$ cat config.mk
export PLATFORM = sky130hd
export DESIGN_NAME = spi_led_cmd_ctrl
export DESIGN_NICKNAME = d
export VERILOG_FILES = /design/src/rtl/spi_led_cmd_ctrl_pkg.sv /design/src/rtl/spi_led_cmd_ctrl_regfile.sv /design/src/rtl/spi_led_cmd_ctrl.sv
export SDC_FILE = /design/constraint.sdc
export NUM_CORES = 1
export LEC_CHECK = 0
export BUFFER_PORTS_ARGS = -buffer_cell sky130_fd_sc_hd__buf_2
export CORE_MARGIN = 2
export CORE_UTILIZATION = 40
export DETAILED_ROUTE_END_ITERATION = 7
export PLACE_DENSITY_LB_ADDON = 0.25
export REMOVE_ABC_BUFFERS = 1
export SYNTH_ARGS = -nofsm -noshare
export SYNTH_HDL_FRONTEND = slang
export SYNTH_HIERARCHICAL = 1
export SYNTH_SLANG_ARGS = --single-unit
$ cat constraint.sdc
create_clock -name sysclk -period 2.3 [get_ports sysclk]
set_clock_uncertainty 0.2 [all_clocks]
set_input_delay 0.23 -clock sysclk [delete_from_list [all_inputs] [get_ports sysclk]]
set_output_delay 0.23 -clock sysclk [all_outputs]
set_load 0.02 [all_outputs]
$ cat src/rtl/spi_led_cmd_ctrl_pkg.sv
`default_nettype none
// ============================================================================
// Module  : spi_led_cmd_ctrl_pkg
// Purpose : Shared constants and FSM state encoding for the SPI LED command
//           sequencer. These are the LED address width, the brightness width,
//           the brightness ceiling and the command bit positions.
//           LED_ADDR_WIDTH / BRIGHTNESS_WIDTH may be overridden by defining
//           the matching macros before this file is compiled.
// Ports   : none (package)
// Rev     : 1.0 - initial release
// ============================================================================
`ifndef LED_ADDR_WIDTH
`define LED_ADDR_WIDTH 2
`endif
`ifndef BRIGHTNESS_WIDTH
`define BRIGHTNESS_WIDTH 8
`endif

package spi_led_cmd_ctrl_pkg;

  localparam int LED_ADDR_WIDTH   = `LED_ADDR_WIDTH;
  localparam int BRIGHTNESS_WIDTH = `BRIGHTNESS_WIDTH;
  localparam int BR_MAX_PCT       = 100;

  // Command byte layout: bit7 selects write (1) / read (0), low bits carry
  // the LED address, everything in between is reserved and must be zero.
  localparam int CMD_RW_BIT       = 7;

  typedef enum logic [2:0] {
    ST_IDLE    = 3'd0,
    ST_CMD     = 3'd1,
    ST_WR_DATA = 3'd2,
    ST_RD_DATA = 3'd3,
    ST_DRAIN   = 3'd4
  } state_t;

endpackage

`default_nettype wire

$ cat src/rtl/spi_led_cmd_ctrl_regfile.sv
`default_nettype none
// ============================================================================
// Module  : spi_led_regfile
// Purpose : NUM_LEDS x BR_WIDTH brightness shadow registers. One synchronous
//           write port, one combinational read port, synchronous reset.
// Ports   : clk, rst        - clock, synchronous active-high reset
//           we, wr_addr,
//           wr_data         - write strobe / index / value
//           rd_addr         - read index
//           rd_data         - stored value (0 for out-of-range index)
// Rev     : 1.0 - initial release
// ============================================================================
module spi_led_regfile
  import spi_led_cmd_ctrl_pkg::*;
#(
  parameter int NUM_LEDS   = 4,
  parameter int ADDR_WIDTH = LED_ADDR_WIDTH,
  parameter int BR_WIDTH   = BRIGHTNESS_WIDTH
) (
  input  logic                  clk,
  input  logic                  rst,
  input  logic                  we,
  input  logic [ADDR_WIDTH-1:0] wr_addr,
  input  logic [BR_WIDTH-1:0]   wr_data,
  input  logic [ADDR_WIDTH-1:0] rd_addr,
  output logic [BR_WIDTH-1:0]   rd_data
);

  logic [BR_WIDTH-1:0] br [NUM_LEDS];

  // One register per LED, each with its own address decode.
  for (genvar i = 0; i < NUM_LEDS; i++) begin : g_reg
    logic [BR_WIDTH-1:0] q;

    always_ff @(posedge clk) begin
      if (rst) begin
        q <= '0;
      end else if (we && (wr_addr == ADDR_WIDTH'(i))) begin
        q <= wr_data;
      end
    end

    assign br[i] = q;
  end

  always_comb begin
    rd_data = '0;
    if (int'(rd_addr) < NUM_LEDS) begin
      rd_data = br[rd_addr];
    end
  end

endmodule

`default_nettype wire

$ cat src/rtl/spi_led_cmd_ctrl.sv
`default_nettype none
// ============================================================================
// Module  : spi_led_cmd_ctrl
// Purpose : Command sequencer between the SPI slave byte engine and the LED
//           PWM stage. It parses two-byte frames (command, data), keeps the
//           brightness shadow registers, issues LED write strobes and
//           supplies MISO response bytes for reads.
//           Optional macro SPI_CTRL_BURST_EN enables burst transfers. Further
//           data bytes then target addr+k (mod NUM_LEDS) until cs_n rises.
// Ports   : sysclk, rst         - clock, synchronous active-high reset
//           cs_n                - synchronised chip select (high = boundary)
//           rx_valid, rx_byte   - received byte strobe / value
//           tx_byte, tx_load    - next MISO byte / one-cycle update strobe
//           o_led_addr,
//           o_led_br_lvl,
//           o_led_we            - LED write index / level / strobe
//           o_frame_err         - one-cycle malformed-frame pulse
//           o_err_cnt           - saturating frame-error count
// Rev     : 1.0 - initial release
// ============================================================================
module spi_led_cmd_ctrl
  import spi_led_cmd_ctrl_pkg::*;
#(
  parameter int NUM_LEDS   = 4,
  parameter int ADDR_WIDTH = LED_ADDR_WIDTH,
  parameter int BR_WIDTH   = BRIGHTNESS_WIDTH,
  parameter int BR_MAX     = BR_MAX_PCT
) (
  input  logic                  sysclk,
  input  logic                  rst,
  input  logic                  cs_n,
  input  logic                  rx_valid,
  input  logic [7:0]            rx_byte,
  output logic [7:0]            tx_byte,
  output logic                  tx_load,
  output logic [ADDR_WIDTH-1:0] o_led_addr,
  output logic [BR_WIDTH-1:0]   o_led_br_lvl,
  output logic                  o_led_we,
  output logic                  o_frame_err,
  output logic [7:0]            o_err_cnt
);

  localparam logic [7:0] BR_MAX_B = 8'(BR_MAX);

  state_t                state;
  logic [ADDR_WIDTH-1:0] cur_addr;

  logic [ADDR_WIDTH-1:0] cmd_addr;
  logic                  cmd_bad;
  logic [7:0]            clamped8;
  logic [BR_WIDTH-1:0]   wr_data;
  logic                  rf_we;
  logic [ADDR_WIDTH-1:0] rd_addr;
  logic [BR_WIDTH-1:0]   rd_data;

`ifdef SPI_CTRL_BURST_EN
  function automatic logic [ADDR_WIDTH-1:0] next_addr(input logic [ADDR_WIDTH-1:0] a);
    if (int'(a) >= NUM_LEDS - 1) begin
      return '0;
    end
    return a + ADDR_WIDTH'(1);
  endfunction
`endif

  // Command decode works directly on the incoming byte so the read data is
  // available in the same cycle the command is accepted.
  assign cmd_addr = rx_byte[ADDR_WIDTH-1:0];
  assign cmd_bad  = (rx_byte[6:ADDR_WIDTH] != '0) || (int'(cmd_addr) >= NUM_LEDS);

  // Unsigned clamp. Stored values are already clamped, so reads return them.
  assign clamped8 = (rx_byte > BR_MAX_B) ? BR_MAX_B : rx_byte;
  assign wr_data  = BR_WIDTH'(clamped8);

  // The shadow register commits on the same edge that raises o_led_we.
  assign rf_we    = (state == ST_WR_DATA) && rx_valid;

  always_comb begin
    rd_addr = cmd_addr;
`ifdef SPI_CTRL_BURST_EN
    if (state == ST_RD_DATA) begin
      rd_addr = next_addr(cur_addr);
    end
`endif
  end

  spi_led_regfile #(
    .NUM_LEDS   (NUM_LEDS),
    .ADDR_WIDTH (ADDR_WIDTH),
    .BR_WIDTH   (BR_WIDTH)
  ) u_regfile (
    .clk     (sysclk),
    .rst     (rst),
    .we      (rf_we),
    .wr_addr (cur_addr),
    .wr_data (wr_data),
    .rd_addr (rd_addr),
    .rd_data (rd_data)
  );

  always_ff @(posedge sysclk) begin
    if (rst) begin
      state        <= ST_IDLE;
      cur_addr     <= '0;
      tx_byte      <= 8'h00;
      tx_load      <= 1'b0;
      o_led_addr   <= '0;
      o_led_br_lvl <= '0;
      o_led_we     <= 1'b0;
      o_frame_err  <= 1'b0;
      o_err_cnt    <= 8'h00;
    end else begin
      tx_load     <= 1'b0;
      o_led_we    <= 1'b0;
      o_frame_err <= 1'b0;

      case (state)
        ST_IDLE: begin
          tx_byte <= 8'h00;
          if (!cs_n) begin
            state <= ST_CMD;
          end
        end

        ST_CMD: begin
          if (rx_valid) begin
            if (cmd_bad) begin
              o_frame_err <= 1'b1;
              if (o_err_cnt != 8'hFF) begin
                o_err_cnt <= o_err_cnt + 8'd1;
              end
              state <= ST_DRAIN;
            end else if (rx_byte[CMD_RW_BIT]) begin
              cur_addr <= cmd_addr;
              state    <= ST_WR_DATA;
            end else begin
              cur_addr <= cmd_addr;
              tx_byte  <= 8'(rd_data);
              tx_load  <= 1'b1;
              state    <= ST_RD_DATA;
            end
          end
        end

        ST_WR_DATA: begin
          if (rx_valid) begin
            o_led_we     <= 1'b1;
            o_led_addr   <= cur_addr;
            o_led_br_lvl <= wr_data;
`ifdef SPI_CTRL_BURST_EN
            cur_addr     <= next_addr(cur_addr);
`else
            state        <= ST_DRAIN;
`endif
          end
        end

        ST_RD_DATA: begin
          if (rx_valid) begin
            tx_load  <= 1'b1;
`ifdef SPI_CTRL_BURST_EN
            tx_byte  <= 8'(rd_data);
            cur_addr <= next_addr(cur_addr);
`else
            tx_byte  <= 8'h00;
            state    <= ST_DRAIN;
`endif
          end
        end

        ST_DRAIN: begin
          tx_byte <= 8'h00;
        end

        default: begin
          state <= ST_IDLE;
        end
      endcase

      // Frame boundary overrides the next state. A byte arriving together
      // with cs_n high has already been handled above. The MISO byte is then
      // cleared in IDLE on the following cycle.
      if ((state != ST_IDLE) && cs_n) begin
        state <= ST_IDLE;
        if (!rx_valid) begin
          tx_byte <= 8'h00;
        end
      end
    end
  end

endmodule

`default_nettype wire

# Word-level counts from Yosys, hierarchy flattened
# Cells that the tools add are included.
# op_classes
n_addsub	1
magnitude_cmp	2
eq_ne	11
mux	23
n_bitwise	6
reduce_logical	19
# op_table
operator	count
$mux W8	9
$pmux W8 S3	1
$bmux W8 S2	1
$mux W3	4
$pmux W3 S4	1
$add A8 B1 Y8 const B	1
$gt A8 B7 Y1 const B	1
$ne A8 B8 Y1 const B	1
$reduce_and A4 Y1	2
$reduce_or A2 Y1	4
$eq A3 B2 Y1 const B	2
$logic_and A1 B1 Y1	6
$mux W1	6
$not A1 Y1	5
$reduce_bool A5 Y1	1
$eq A2 B2 Y1 const B	2
$ne A2 B2 Y1 const B	2
$eq A3 B1 Y1 const B	1
$eq A3 B3 Y1 const B	1
$ge A3 B3 Y1 const B	1
$logic_not A3 Y1	1
$not A2 Y3	1
$reduce_and A3 Y1	1
$reduce_bool A3 Y1	1
other kinds (6)	6
# totals
reg_bits	66
output_inout_bits	29

# Depth between registers and ports, before layout
# depth
word_depth	10
mapped_depth	9
mapped_depth_nobuf	5

# Hierarchy
# Netlist, hierarchy kept.
# modules_own_cells
module	instances	cells_each	area_each_um2	seq_area_each_um2
spi_led_cmd_ctrl	1	194	1641.6	680.7
spi_led_regfile	1	128	1486.4	640.6

# Worst setup path before layout
# Ideal clock, no wire load.
# synth_path
path_kind	flip-flop to flip-flop
start	register state[1]
end	register u_regfile.g_reg[0].q[6]
setup_ps	121
t_arrival_ps	2016
t_required_ps	1979
setup_slack_ps	-36
path_stages_with_launch	10
path_buffers	4
synth_period_minus_slack_ps	2336
path_cell_list	dfxtp_1 > buf_2 > nor2b_1 > nand2_1 > inv_1 > buf_2 > buf_2 > or3b_1 > buf_6 > mux2i_1
# synth_via
elab_chain_len	3
# synth_lines
element	line	source
start, declared	spi_led_cmd_ctrl.sv:45	state_t state;
start signal, assigned	spi_led_cmd_ctrl.sv:102	state <= ST_IDLE;
start signal, assigned	spi_led_cmd_ctrl.sv:120	state <= ST_CMD;
start signal, assigned	spi_led_cmd_ctrl.sv:131	state <= ST_DRAIN;
$eq A3 B2 Y1	spi_led_cmd_ctrl.sv:75	assign rf_we = (state == ST_WR_DATA) && rx_valid;
$logic_and A1 B1 Y1	spi_led_cmd_ctrl.sv:75	
via rf_we	spi_led_cmd_ctrl.sv:52	logic rf_we;
$logic_and A1 B1 Y1	spi_led_cmd_ctrl_regfile.sv:38	end else if (we && (wr_addr == ADDR_WIDTH'(i))) begin
end signal, assigned	spi_led_cmd_ctrl_regfile.sv:39	q <= wr_data;
end, declared	spi_led_cmd_ctrl_regfile.sv:33	logic [BR_WIDTH-1:0] q;
# The timed path passes the listed nets, and every way through them passes these cells.
# A chain may end at the register's enable or synchronous reset.

# Worst setup path in the final report
# layout_path
start	register state[0]
end	register o_err_cnt[7]
# layout_via
elab_chain_len	2
# layout_lines
element	line	source
$eq A3 B1 Y1	spi_led_cmd_ctrl.sv:116	case (state)
$reduce_and A4 Y1 (no source line)	-	
end signal, assigned	spi_led_cmd_ctrl.sv:129	o_err_cnt <= o_err_cnt + 8'd1;
end, declared	spi_led_cmd_ctrl.sv:40	output logic [7:0] o_err_cnt
# Every way passes these cells.

==> metrics.txt <==
cells after synthesis 322; vias in the first global route 2,410; Post-synth EDFFs 0; n_diodes 0; Hold WS 0.09085 ns; initial antenna violation count 0; first-pass GRT wire length 12,140 um; top post-synthesis cells by area dfxtp_1 (42%), mux2i_1 (11%), nand2b_1 (8.4%); critical-path maximum fanout 11; Die ar. 8543 um2; CORE AREA 7647 um2; Reg2Reg Setup Slack 0.30 ns; Cell variety after synth 49; clock buffer count from CTS 9; area growth from synthesis to layout 17.12%; I/O Buffers 40; I/O pin cnt 41; H-tree Lvls 3; RD Place Congestion 0.8465; Leak Pwr 1.548 nW; HPWL Detailed 5257 um; ANT nets after route 0; CP delay by family, top simple AND/OR/NAND/NOR gates; final wirelength 7223 um; #FFs+latches synth 66; register area 1321 um2; ys flop type dfxtp_1; crit start category register; top cell type's share of synthesized area 42.24%; final setup fails 0; CTS resizes 0; slowest stage delay, CP 0.47 ns; final hold viol count 0; fmax 499.8 MHz; crit-path cells and4bb_2, o21ai_2, buf_4, or4_1, a21oi_1; pwr dens 643.1 nW/um2; total track usage 17.90%; cell taking the most area after synthesis dfxtp_1; clock-pin slew on the worst setup and hold paths 0.07 ns; critical path's slowest cell or4_1; clk sinks 66; Die Y 92.43 um; status completed; root buffer cell clkbuf_8; Hold Crit Class input pin to register; grt total ovfl 0; max cap viols 0; Starting Density 40.90%; fin crit period 2.001 ns; VDD IR max 0.0002042 V; Mapped Area 3128 um2; worst slew pin tran 0.5477 ns; Final #Nets 384; Syn. warnings 6; CTS tree built; worst-skew pair later-pin latency 0.33 ns; DRC Markers 0; Synth async-reset ratio 0%; Tcrit/Tclk final 86.99%; pin count of the biggest net entering global routing 39; # rows 32; Post-CTS Setup Bufs 0; total power 2.356 mW; DRT iter0 DRCs 101; Setup TNS Final 0 ns; TritonRoute pass-1 iters 6; Slew headroom 63.49%; fillers 740; Vias/cell 5.176; clk buf depth 2; kind of critical path register to register; Seq/Total Area, Yosys 42.24%; share of cells above drive strength 1 22.87%; crit end category register; CP bufs+invs 1; area of the multi-input gates 1694 um2; Pins Over Slew Limit 0; routed len/inst 15.11 um; Die X 92.43 um; Syn Area/Cell 9.714 um2; setup repair after global routing missed its margin no; Data required, critical path 2.35 ns; Worst Path Arrival 2.05 ns; via count 2,474
power by group:
group,switching [mW],internal [mW],total [mW]
Clock,0.421,0.417,0.838
Sequential,0.0216,1.16,1.18
Combinational,0.203,0.135,0.339
tightest hold or removal path: stages:
cell,delay (ns)
buf_2,0.09
o31ai_1,0.07
nand2b_1,0.13
a21oi_1,0.06
stage by stage:
stage          std cells  setup slack, ns  utilization, %  area, um2
3_5_place_dp         461           0.2937           45.63       3490
4_1_cts              478           0.3251           47.91       3664
3_3_place_gp         461           0.3321           45.63       3490
5_1_grt              478           0.2327           47.91       3664
2_1_floorplan        302         0.002460               -       3034
6_report             478           0.2993           47.91       3664
final timing paths:
path / from / endpoint / cells past startpoint
max: state[0] / o_err_cnt[7] / 5
min: cs_n / state[2] / 4
min reg2reg: o_led_br_lvl[0] / o_led_br_lvl[0] / 2
max reg2reg: state[0] / o_err_cnt[7] / 5
cell usage after synthesis (3+ instances only):
cell / number
mux4_2: 8
nand3_1: 11
nand3b_1: 3
nand2_1: 26
nor2_1: 16
or4_1: 4
clkbuf_1: 11
o21ai_0: 4
a32o_1: 7
dfxtp_1: 66
nor3_1: 3
a21oi_1: 17
nor3b_1: 5
inv_1: 5
buf_2: 6
o31ai_1: 3
nand2b_1: 42
o41ai_1: 3
mux2i_1: 34
and2_1: 9
nor2b_1: 4
cells by family after synthesis:
kind of cell               count (synthesis)  synth area share, %
and+or+nand+nor                          137                24.68
DFF                                       66                42.24
AOI/OAI and AO/OA                         48                11.60
muxes                                     44                17.36
buffers and inverters                     25                3.600
adders and majority gates                  1               0.3999
other                                      1               0.1199
per-layer routing:
| layer | global-route usage [%] | part of all wire (%) |
|---|---|---|
| met2 | 28.65 | 48 |
| met1 | 24.30 | 47 |
| met5 | 0 | 0 |
| met3 | 3.173 | 3.5 |
| met4 | 6.343 | 1.3 |
flip-flops by register name, indices dropped and copies added, names as in the netlist:
| signal | cells |
|---|---|
| u_regfile/g.q | 32 |
| tx_byte | 8 |
| tx_load | 1 |
| state | 3 |
| o_led_addr | 2 |
| o_frame_err | 1 |
| cur_addr | 2 |
| o_err_cnt | 8 |
| o_led_br_lvl | 8 |
| o_led_we | 1 |
final cells by class:
cell class | instances | area share (%)
multi-input cells | 231 | 46.24
repair buffers | 58 | 9.221
flip-flops and latches | 66 | 36.07
clock buffers | 13 | 4.064
well taps | 102 | 3.484
clock inverters | 3 | 0.4098
inverters | 5 | 0.5123
what timing repair did:
item                                   4_1_cts  5_1_grt
setup endpoints to repair                    0        0
hold buffers                                 1        0
endpoints found under the hold margin        1        0
cell usage in the layout, fill, tap and decap left out, types with 5 or more instances in the layout:
cell      synthesis  routed
dfxtp_1          66      66
nand2b_1         42      42
buf_2             6      40
mux2i_1          34      34
nand2_1          26      26
a21oi_1          17      17
buf_4             1      17
nor2_1           16      16
nand3_1          11      11
clkbuf_8          0      10
and2_1            9       9
mux4_2            8       8
a32o_1            7       7
nor3b_1           5       5
inv_1             5       5
No activity file was read; power rests on OpenSTA's default activity.
